## config.mk

```make
export PLATFORM = sky130hd
export DESIGN_NAME = seg_shift_rx_flat
export DESIGN_NICKNAME = d
export VERILOG_FILES = /design/src/rtl/seg_shift_rx_if.sv /design/src/rtl/seg_shift_rx.sv /design/src/flat_wrapper.sv
export SDC_FILE = /design/constraint.sdc
export NUM_CORES = 1
export LEC_CHECK = 0
export ABC_AREA = 1
export BUFFER_PORTS_ARGS = -buffer_cell sky130_fd_sc_hd__buf_2
export CORE_MARGIN = 2
export CORE_UTILIZATION = 50
export CTS_CLUSTER_SIZE = 20
export DETAILED_ROUTE_END_ITERATION = 7
export GPL_ROUTABILITY_DRIVEN = 0
export PLACE_DENSITY = 0.73
export SLEW_MARGIN = 20
export SYNTH_ARGS = -nofsm -noshare
export SYNTH_HDL_FRONTEND = slang
export SYNTH_SLANG_ARGS = --single-unit
```

## constraint.sdc

```tcl
create_clock -name clk -period 2.7 [get_ports clk]
set_input_delay 0.27 -clock clk [delete_from_list [all_inputs] [get_ports clk]]
set_output_delay 0.27 -clock clk [all_outputs]
set_load 0.005 [all_outputs]
```

## src/rtl/seg_shift_rx_if.sv

```systemverilog
// Bus between the segment shift-register link (four serial lines) and the
// receiver's reassembled-frame outputs.
interface seg_shift_rx_if #(
    parameter int FRAME_BITS = 64
);
    logic                  seg_clk;
    logic                  seg_do;
    logic                  seg_clr;
    logic                  seg_pen;
    logic [FRAME_BITS-1:0] frame;
    logic                  frame_valid;
    logic                  frame_err;
    logic [7:0]            frame_cnt;
    logic [31:0]           digits;
    logic [7:0]            digit_ok;

    modport master (
        output seg_clk, seg_do, seg_clr, seg_pen,
        input  frame, frame_valid, frame_err, frame_cnt, digits, digit_ok
    );

    modport slave (
        input  seg_clk, seg_do, seg_clr, seg_pen,
        output frame, frame_valid, frame_err, frame_cnt, digits, digit_ok
    );
endinterface

```

## src/rtl/seg_shift_rx.sv

```systemverilog
// Receiver for the 7-segment shift-register link: synchronizes the lines,
// rebuilds each frame on seg_pen and flags bad bit counts. Optional segment
// decode is built only when SEG_DECODE_EN is defined.
module seg_shift_rx #(
    parameter int FRAME_BITS  = 64,
    parameter int SYNC_STAGES = 2
) (
    input  logic          clk,
    input  logic          reset,
    seg_shift_rx_if.slave bus
);
    // Line order inside each sync stage: {pen, clr_n, do, clk}
    localparam int LINES = 4;

    logic [LINES-1:0]      r_sync [SYNC_STAGES];
    logic [LINES-1:0]      w_last;
    logic                  r_prev_clk;
    logic                  r_prev_pen;
    logic [1:0]            r_arm;
    logic                  w_armed;
    logic                  w_clk_rise;
    logic                  w_pen_rise;
    logic                  w_clr;
    logic                  w_do;
    logic                  w_err;
    logic [FRAME_BITS-1:0] r_shift;
    logic [FRAME_BITS-1:0] w_latch_src;
    logic [6:0]            r_bit_cnt;
    logic                  r_latch_p1;
    logic [FRAME_BITS-1:0] r_frame;
    logic                  r_frame_valid;
    logic                  r_frame_err;
    logic [7:0]            r_frame_cnt;

    // Stage p0: synchronizers, edge history and post-reset arming
    always_ff @(posedge clk) begin
        if (reset) begin
            for (int s = 0; s < SYNC_STAGES; s++) r_sync[s] <= '0;
            r_prev_clk <= 1'b0;
            r_prev_pen <= 1'b0;
            r_arm      <= 2'd0;
        end else begin
            r_sync[0] <= {bus.seg_pen, bus.seg_clr, bus.seg_do, bus.seg_clk};
            for (int s = 1; s < SYNC_STAGES; s++) r_sync[s] <= r_sync[s-1];
            r_prev_clk <= w_last[0];
            r_prev_pen <= w_last[3];
            if (!w_armed) r_arm <= r_arm + 2'd1;
        end
    end

    assign w_last     = r_sync[SYNC_STAGES-1];
    assign w_armed    = (r_arm == 2'd3);
    assign w_clk_rise = w_armed & w_last[0] & ~r_prev_clk;
    assign w_pen_rise = w_armed & w_last[3] & ~r_prev_pen;
    assign w_clr      = ~w_last[2];
    assign w_do       = w_last[1];

    // Stage p1: shift register, bit count; pen edge delayed one cycle so a
    // same-cycle shift is already in r_shift when the frame is latched
    always_ff @(posedge clk) begin
        if (reset) begin
            r_shift    <= '0;
            r_bit_cnt  <= 7'd0;
            r_latch_p1 <= 1'b0;
        end else begin
            r_latch_p1 <= w_pen_rise;
            if (w_clr) begin
                r_shift   <= '0;
                r_bit_cnt <= 7'd0;
            end else begin
                if (w_clk_rise) r_shift <= {r_shift[FRAME_BITS-2:0], w_do};
                if (r_latch_p1)
                    r_bit_cnt <= w_clk_rise ? 7'd1 : 7'd0;
                else if (w_clk_rise && r_bit_cnt != 7'd127)
                    r_bit_cnt <= r_bit_cnt + 7'd1;
            end
        end
    end

    assign w_latch_src = w_clr ? '0 : r_shift;
    assign w_err       = w_clr || (int'(r_bit_cnt) != FRAME_BITS);

    // Stage p2: latched frame outputs
    always_ff @(posedge clk) begin
        if (reset) begin
            r_frame       <= '0;
            r_frame_valid <= 1'b0;
            r_frame_err   <= 1'b0;
            r_frame_cnt   <= 8'd0;
        end else begin
            r_frame_valid <= r_latch_p1;
            if (r_latch_p1) begin
                r_frame     <= w_latch_src;
                r_frame_err <= w_err;
                if (!w_err) r_frame_cnt <= r_frame_cnt + 8'd1;
            end
        end
    end

    assign bus.frame       = r_frame;
    assign bus.frame_valid = r_frame_valid;
    assign bus.frame_err   = r_frame_err;
    assign bus.frame_cnt   = r_frame_cnt;

`ifdef SEG_DECODE_EN
    // Bytes are {dp,g,f,e,d,c,b,a} active-low; dp is ignored
    function automatic logic [4:0] f_seg_decode(input logic [7:0] b_in);
        logic [6:0] seg;
        logic [4:0] res;
        seg = ~b_in[6:0];
        res = 5'd0;
        case (seg)
            7'h3F: res = 5'h10;
            7'h06: res = 5'h11;
            7'h5B: res = 5'h12;
            7'h4F: res = 5'h13;
            7'h66: res = 5'h14;
            7'h6D: res = 5'h15;
            7'h7D: res = 5'h16;
            7'h07: res = 5'h17;
            7'h7F: res = 5'h18;
            7'h6F: res = 5'h19;
            7'h77: res = 5'h1A;
            7'h7C: res = 5'h1B;
            7'h39: res = 5'h1C;
            7'h5E: res = 5'h1D;
            7'h79: res = 5'h1E;
            7'h71: res = 5'h1F;
            default: res = 5'h00;
        endcase
        return res;
    endfunction

    logic [4:0]  w_dec [8];
    logic [31:0] r_digits;
    logic [7:0]  r_digit_ok;

    for (genvar k = 0; k < 8; k++) begin : g_dec
        if (8*k + 8 <= FRAME_BITS) begin : g_byte
            assign w_dec[k] = f_seg_decode(w_latch_src[8*k +: 8]);
        end else begin : g_none
            assign w_dec[k] = 5'd0;
        end
    end

    always_ff @(posedge clk) begin
        if (reset) begin
            r_digits   <= '0;
            r_digit_ok <= '0;
        end else if (r_latch_p1) begin
            for (int k = 0; k < 8; k++) begin
                r_digits[4*k +: 4] <= w_dec[k][3:0];
                r_digit_ok[k]      <= w_dec[k][4];
            end
        end
    end

    assign bus.digits   = r_digits;
    assign bus.digit_ok = r_digit_ok;
`else
    assign bus.digits   = '0;
    assign bus.digit_ok = '0;
`endif
endmodule

```

## src/flat_wrapper.sv

```systemverilog
// flat-port wrapper written by rule: the top's interface ports become plain ports
module seg_shift_rx_flat 
#(
    parameter int FRAME_BITS  = 64,
    parameter int SYNC_STAGES = 2
)
  (clk, reset, bus_seg_clk, bus_seg_do, bus_seg_clr, bus_seg_pen, bus_frame, bus_frame_valid, bus_frame_err, bus_frame_cnt, bus_digits, bus_digit_ok);
  seg_shift_rx_if #(.FRAME_BITS(FRAME_BITS)) bus_i ();
  input  logic clk;
  input  logic reset;
  input wire logic [$bits(bus_i.seg_clk)-1:0] bus_seg_clk;
  input wire logic [$bits(bus_i.seg_do)-1:0] bus_seg_do;
  input wire logic [$bits(bus_i.seg_clr)-1:0] bus_seg_clr;
  input wire logic [$bits(bus_i.seg_pen)-1:0] bus_seg_pen;
  output wire logic [$bits(bus_i.frame)-1:0] bus_frame;
  output wire logic [$bits(bus_i.frame_valid)-1:0] bus_frame_valid;
  output wire logic [$bits(bus_i.frame_err)-1:0] bus_frame_err;
  output wire logic [$bits(bus_i.frame_cnt)-1:0] bus_frame_cnt;
  output wire logic [$bits(bus_i.digits)-1:0] bus_digits;
  output wire logic [$bits(bus_i.digit_ok)-1:0] bus_digit_ok;
  assign bus_i.seg_clk = bus_seg_clk;
  assign bus_i.seg_do = bus_seg_do;
  assign bus_i.seg_clr = bus_seg_clr;
  assign bus_i.seg_pen = bus_seg_pen;
  assign bus_frame = bus_i.frame;
  assign bus_frame_valid = bus_i.frame_valid;
  assign bus_frame_err = bus_i.frame_err;
  assign bus_frame_cnt = bus_i.frame_cnt;
  assign bus_digits = bus_i.digits;
  assign bus_digit_ok = bus_i.digit_ok;
  seg_shift_rx #(.FRAME_BITS(FRAME_BITS), .SYNC_STAGES(SYNC_STAGES)) u_core (.clk(clk), .reset(reset), .bus(bus_i));
endmodule
```

==> impl_summary.log <==
[metrics] Buffers on Ports: 79
[metrics] Sequential Area: 0.00316 mm²
[metrics] class of the most critical setup path: reg -> reg
[metrics] overall die area: 0.0131 mm²
[metrics] minimum setup slack in the final design: 0.798 ns
[metrics] GRT Overall Usage: between 10% and 20%
[metrics] Tcrit/Tclk final: a little over two thirds
[metrics] data arrival time of the critical path: about 2.2 ns
[metrics] clock-pin slew of the registers on the worst-case setup and hold paths: around 0.06 ns
[metrics] EDFF count, synth: 0
[metrics] placement row count: 40
[metrics] largest cells by area after synthesis: dfxtp_1, o21ai_0, nor2_1
[metrics] Overflow after GRT: 0
[metrics] CTS root buffer: clkbuf_16
[metrics] cell type with the largest total area after synthesis: dfxtp_1
[metrics] Worst setup SP type: flip-flop
[metrics] setup tns final: 0 ns
[metrics] final wirelength: 12300 µm
[metrics] first-pass GRT wire length: about 21000 µm
[metrics] fraction of final layout cells with drive strength greater than 1: about 16%
[metrics] Fill cells: approximately 1100
[metrics] synth unique cells: 29
[metrics] number of pins exceeding their max-slew limit in the final report: 0
[metrics] Post-CTS Resized: 0
[metrics] summed instance area of the synthesized netlist: between 0.006 and 0.007 mm²
[metrics] number of antenna repair diodes: 0
[metrics] largest net degree at the start of global routing: between 70 and 80
[metrics] number of max-cap violations: 0
[metrics] via count of the first global-routing pass: approximately 4500
[metrics] hold buffer count at cts: 0
[metrics] post-placement worst setup slack: roughly 0.8 ns
[metrics] Starting Density: around half
[metrics] clock insertion delay at the later pin of the skew report: around 0.41 ns
[metrics] dominant cell by count in the synthesized netlist: dfxtp_1
[metrics] PD cells: ~700 mW/mm²
[metrics] run status: completed
[metrics] post-synthesis sequential element count: ~160
[metrics] final net count: 822
[metrics] CTS Buf Count: 17
[metrics] Worst slew margin: around 34%
[metrics] average wire per cell in the routed design: 12.7 µm
[metrics] Max Fclk: about 530 MHz
[metrics] post-synth top area share: 51.7%
[metrics] area growth from synthesis to layout: 13.4%
[metrics] number of placed instances with taps included: 940
[metrics] total of warnings raised by yosys: 0
[metrics] Critical Path End Type: flip-flop
[metrics] Setup Viol. Count Final: 0
[metrics] clock sink total: around 160
[metrics] Residual DRC: 0
[metrics] shortest period the worst path allows: 1.90 ns
[metrics] die height: between 100 and 150 µm
[metrics] CTS tree: done
[metrics] Commonest cells post-synth: dfxtp_1, nor2_1, o21ai_0
[metrics] Iter 0 DRT Violations: approximately 270
[metrics] Hold Violations, Final: 0
[metrics] total core area: 0.0120 mm²
[metrics] worst slew pin tran: between 0.9 and 1 ns
[metrics] Avg Inst Size Synth: between 8 and 9 µm²
[metrics] initial antenna violation count: 0
[metrics] area of combinational cells with multiple inputs: about 0.0024 mm²
[metrics] post-route ant nets: 0
[metrics] via-per-instance ratio: about 5.1
[metrics] unrepaired setup endpoints after global routing: false
[metrics] Boundary Pins: 120
[metrics] Critical Path Fanout Max: just over 60
[metrics] die span in x: roughly 110 µm
[metrics] critical path data required time: 3.00 ns
[metrics] sequential fraction of the synthesis area: about 52%
[metrics] non-filler cells in the finished layout: 970
[metrics] buffers inserted by post-CTS timing repair: 0
[metrics] Pleak: 3.02 nW
[metrics] Async SR Flop Fraction: 0%
[metrics] most instantiated flip-flop cell in the synthesis netlist: dfxtp_1
[metrics] clock skew: roughly 0.0084 ns
[metrics] Cells after Synth: 759
[metrics] total via count in the routed design: just under 5000
[metrics] Max clock buf depth: 2
[metrics] maximum ir drop on the vdd rail: around 0.00042 V
[metrics] DRT Pass-1 Iters: 4
[metrics] number of H-tree levels: 4
[metrics] path class of the lowest-slack min-delay path: in -> reg
[metrics] half-perimeter wire length after detailed placement: about 7200 µm
-- logic make-up after synthesis --
family,share of synthesized area [%]
AOI/OAI and AO/OA,15.2
xor gates and xnor gates,0.286
adders and majority gates,0.818
buffers and inverters,11.9
DFF,51.7
other,0.0613
and+or+nand+nor,20.1
-- state kept, by name, indices dropped and copies added (netlist names) --
signal,flops
u_core.bus.frame,64
u_core.r_shift,64
u_core.bus.frame_cnt,8
u_core.r_sync,8
u_core.r_bit_cnt,7
u_core.r_arm,2
u_core.bus.frame_err,1
u_core.bus.frame_valid,1
u_core.r_latch_p1,1
u_core.r_prev_clk,1
u_core.r_prev_pen,1
-- cells in the final DEF, fill, tap and decap left out, drive strengths merged --
cell      Yosys  final
clkbuf       18     24
xor2          2      2
o31ai        13     13
buf          71     84
dfxtp       158    158
nand2        91     91
inv          45     45
nor3          2      2
nor2        126    126
o21ai       125    125
ha            4      4
nand4         2      2
nand3        69     69
bufinv        0      3
nor4          1      1
conb          1     40
a211oi        1      1
clkinvlp      0      1
clkinv        0      2
a21oi        29     29
o21a          1      1
-- cell type report --
cell class	count	area share (%)
clock buffer	24	7.08
sequential	158	45.6
multi-input combinational	506	34.2
tap	147	2.65
inverter	45	2.47
timing repair buffer	84	6.42
clock inverter	6	1.55
-- where the power goes --
group          internal, W  leakage (nW)  switching [W]
logic            0.0000264          1.45      0.0000926
registers          0.00235          1.27     0.00000966
clock network      0.00154         0.292       0.000873
total              0.00392          3.02       0.000976
-- metrics by stage --
step | utilization, % | hold WS (ns) | area (µm²) | power, W
2_1_floorplan | - | 0.373 | 6270 | 0.00255
3_3_place_gp | 53.0 | 0.374 | 6340 | 0.00253
5_1_grt | 58.0 | 0.0567 | 6940 | 0.00504
4_1_cts | 58.0 | 0.0452 | 6940 | 0.00493
6_report | 58.0 | 0.0564 | 6940 | 0.00489
3_5_place_dp | 53.0 | 0.381 | 6340 | 0.00253
-- critical path, cell delays in order (launching register included) --
cell and delay, ns:
dfxtp_1 0.33, ha_1 0.26, nand2_2 0.13, nor2_8 0.05, inv_2 0.70, nor3_1 0.10
o21a_1 0.21
-- final timing paths --
check                                       start                   to  slack (ns)  cells after the start
worst max-delay path              u_core.r_arm[0]  u_core.r_bit_cnt[6]        0.80                      6
worst min-delay path                  bus_seg_clr  u_core.r_sync[0][2]        0.06                      3
worst max register to register    u_core.r_arm[0]  u_core.r_bit_cnt[6]        0.80                      6
worst min register to register  u_core.r_prev_pen    u_core.r_latch_p1        0.39                      1
-- layer usage --
| metal | up-vias | global-route usage, % | wire [µm] | part of all wire [%] |
|---|---|---|---|---|
| li1 | 2505 | - | - | - |
| met1 | 2262 | 25.1 | 5910 | 48 |
| met2 | 134 | 31.9 | 5760 | 47 |
| met3 | 10 | 5.40 | 564 | 4.6 |
| met4 | 0 | 5.77 | 110 | 0.89 |
| met5 | - | 0 | 0 | 0 |
Note: power is estimated with default switching activity, not from simulation.
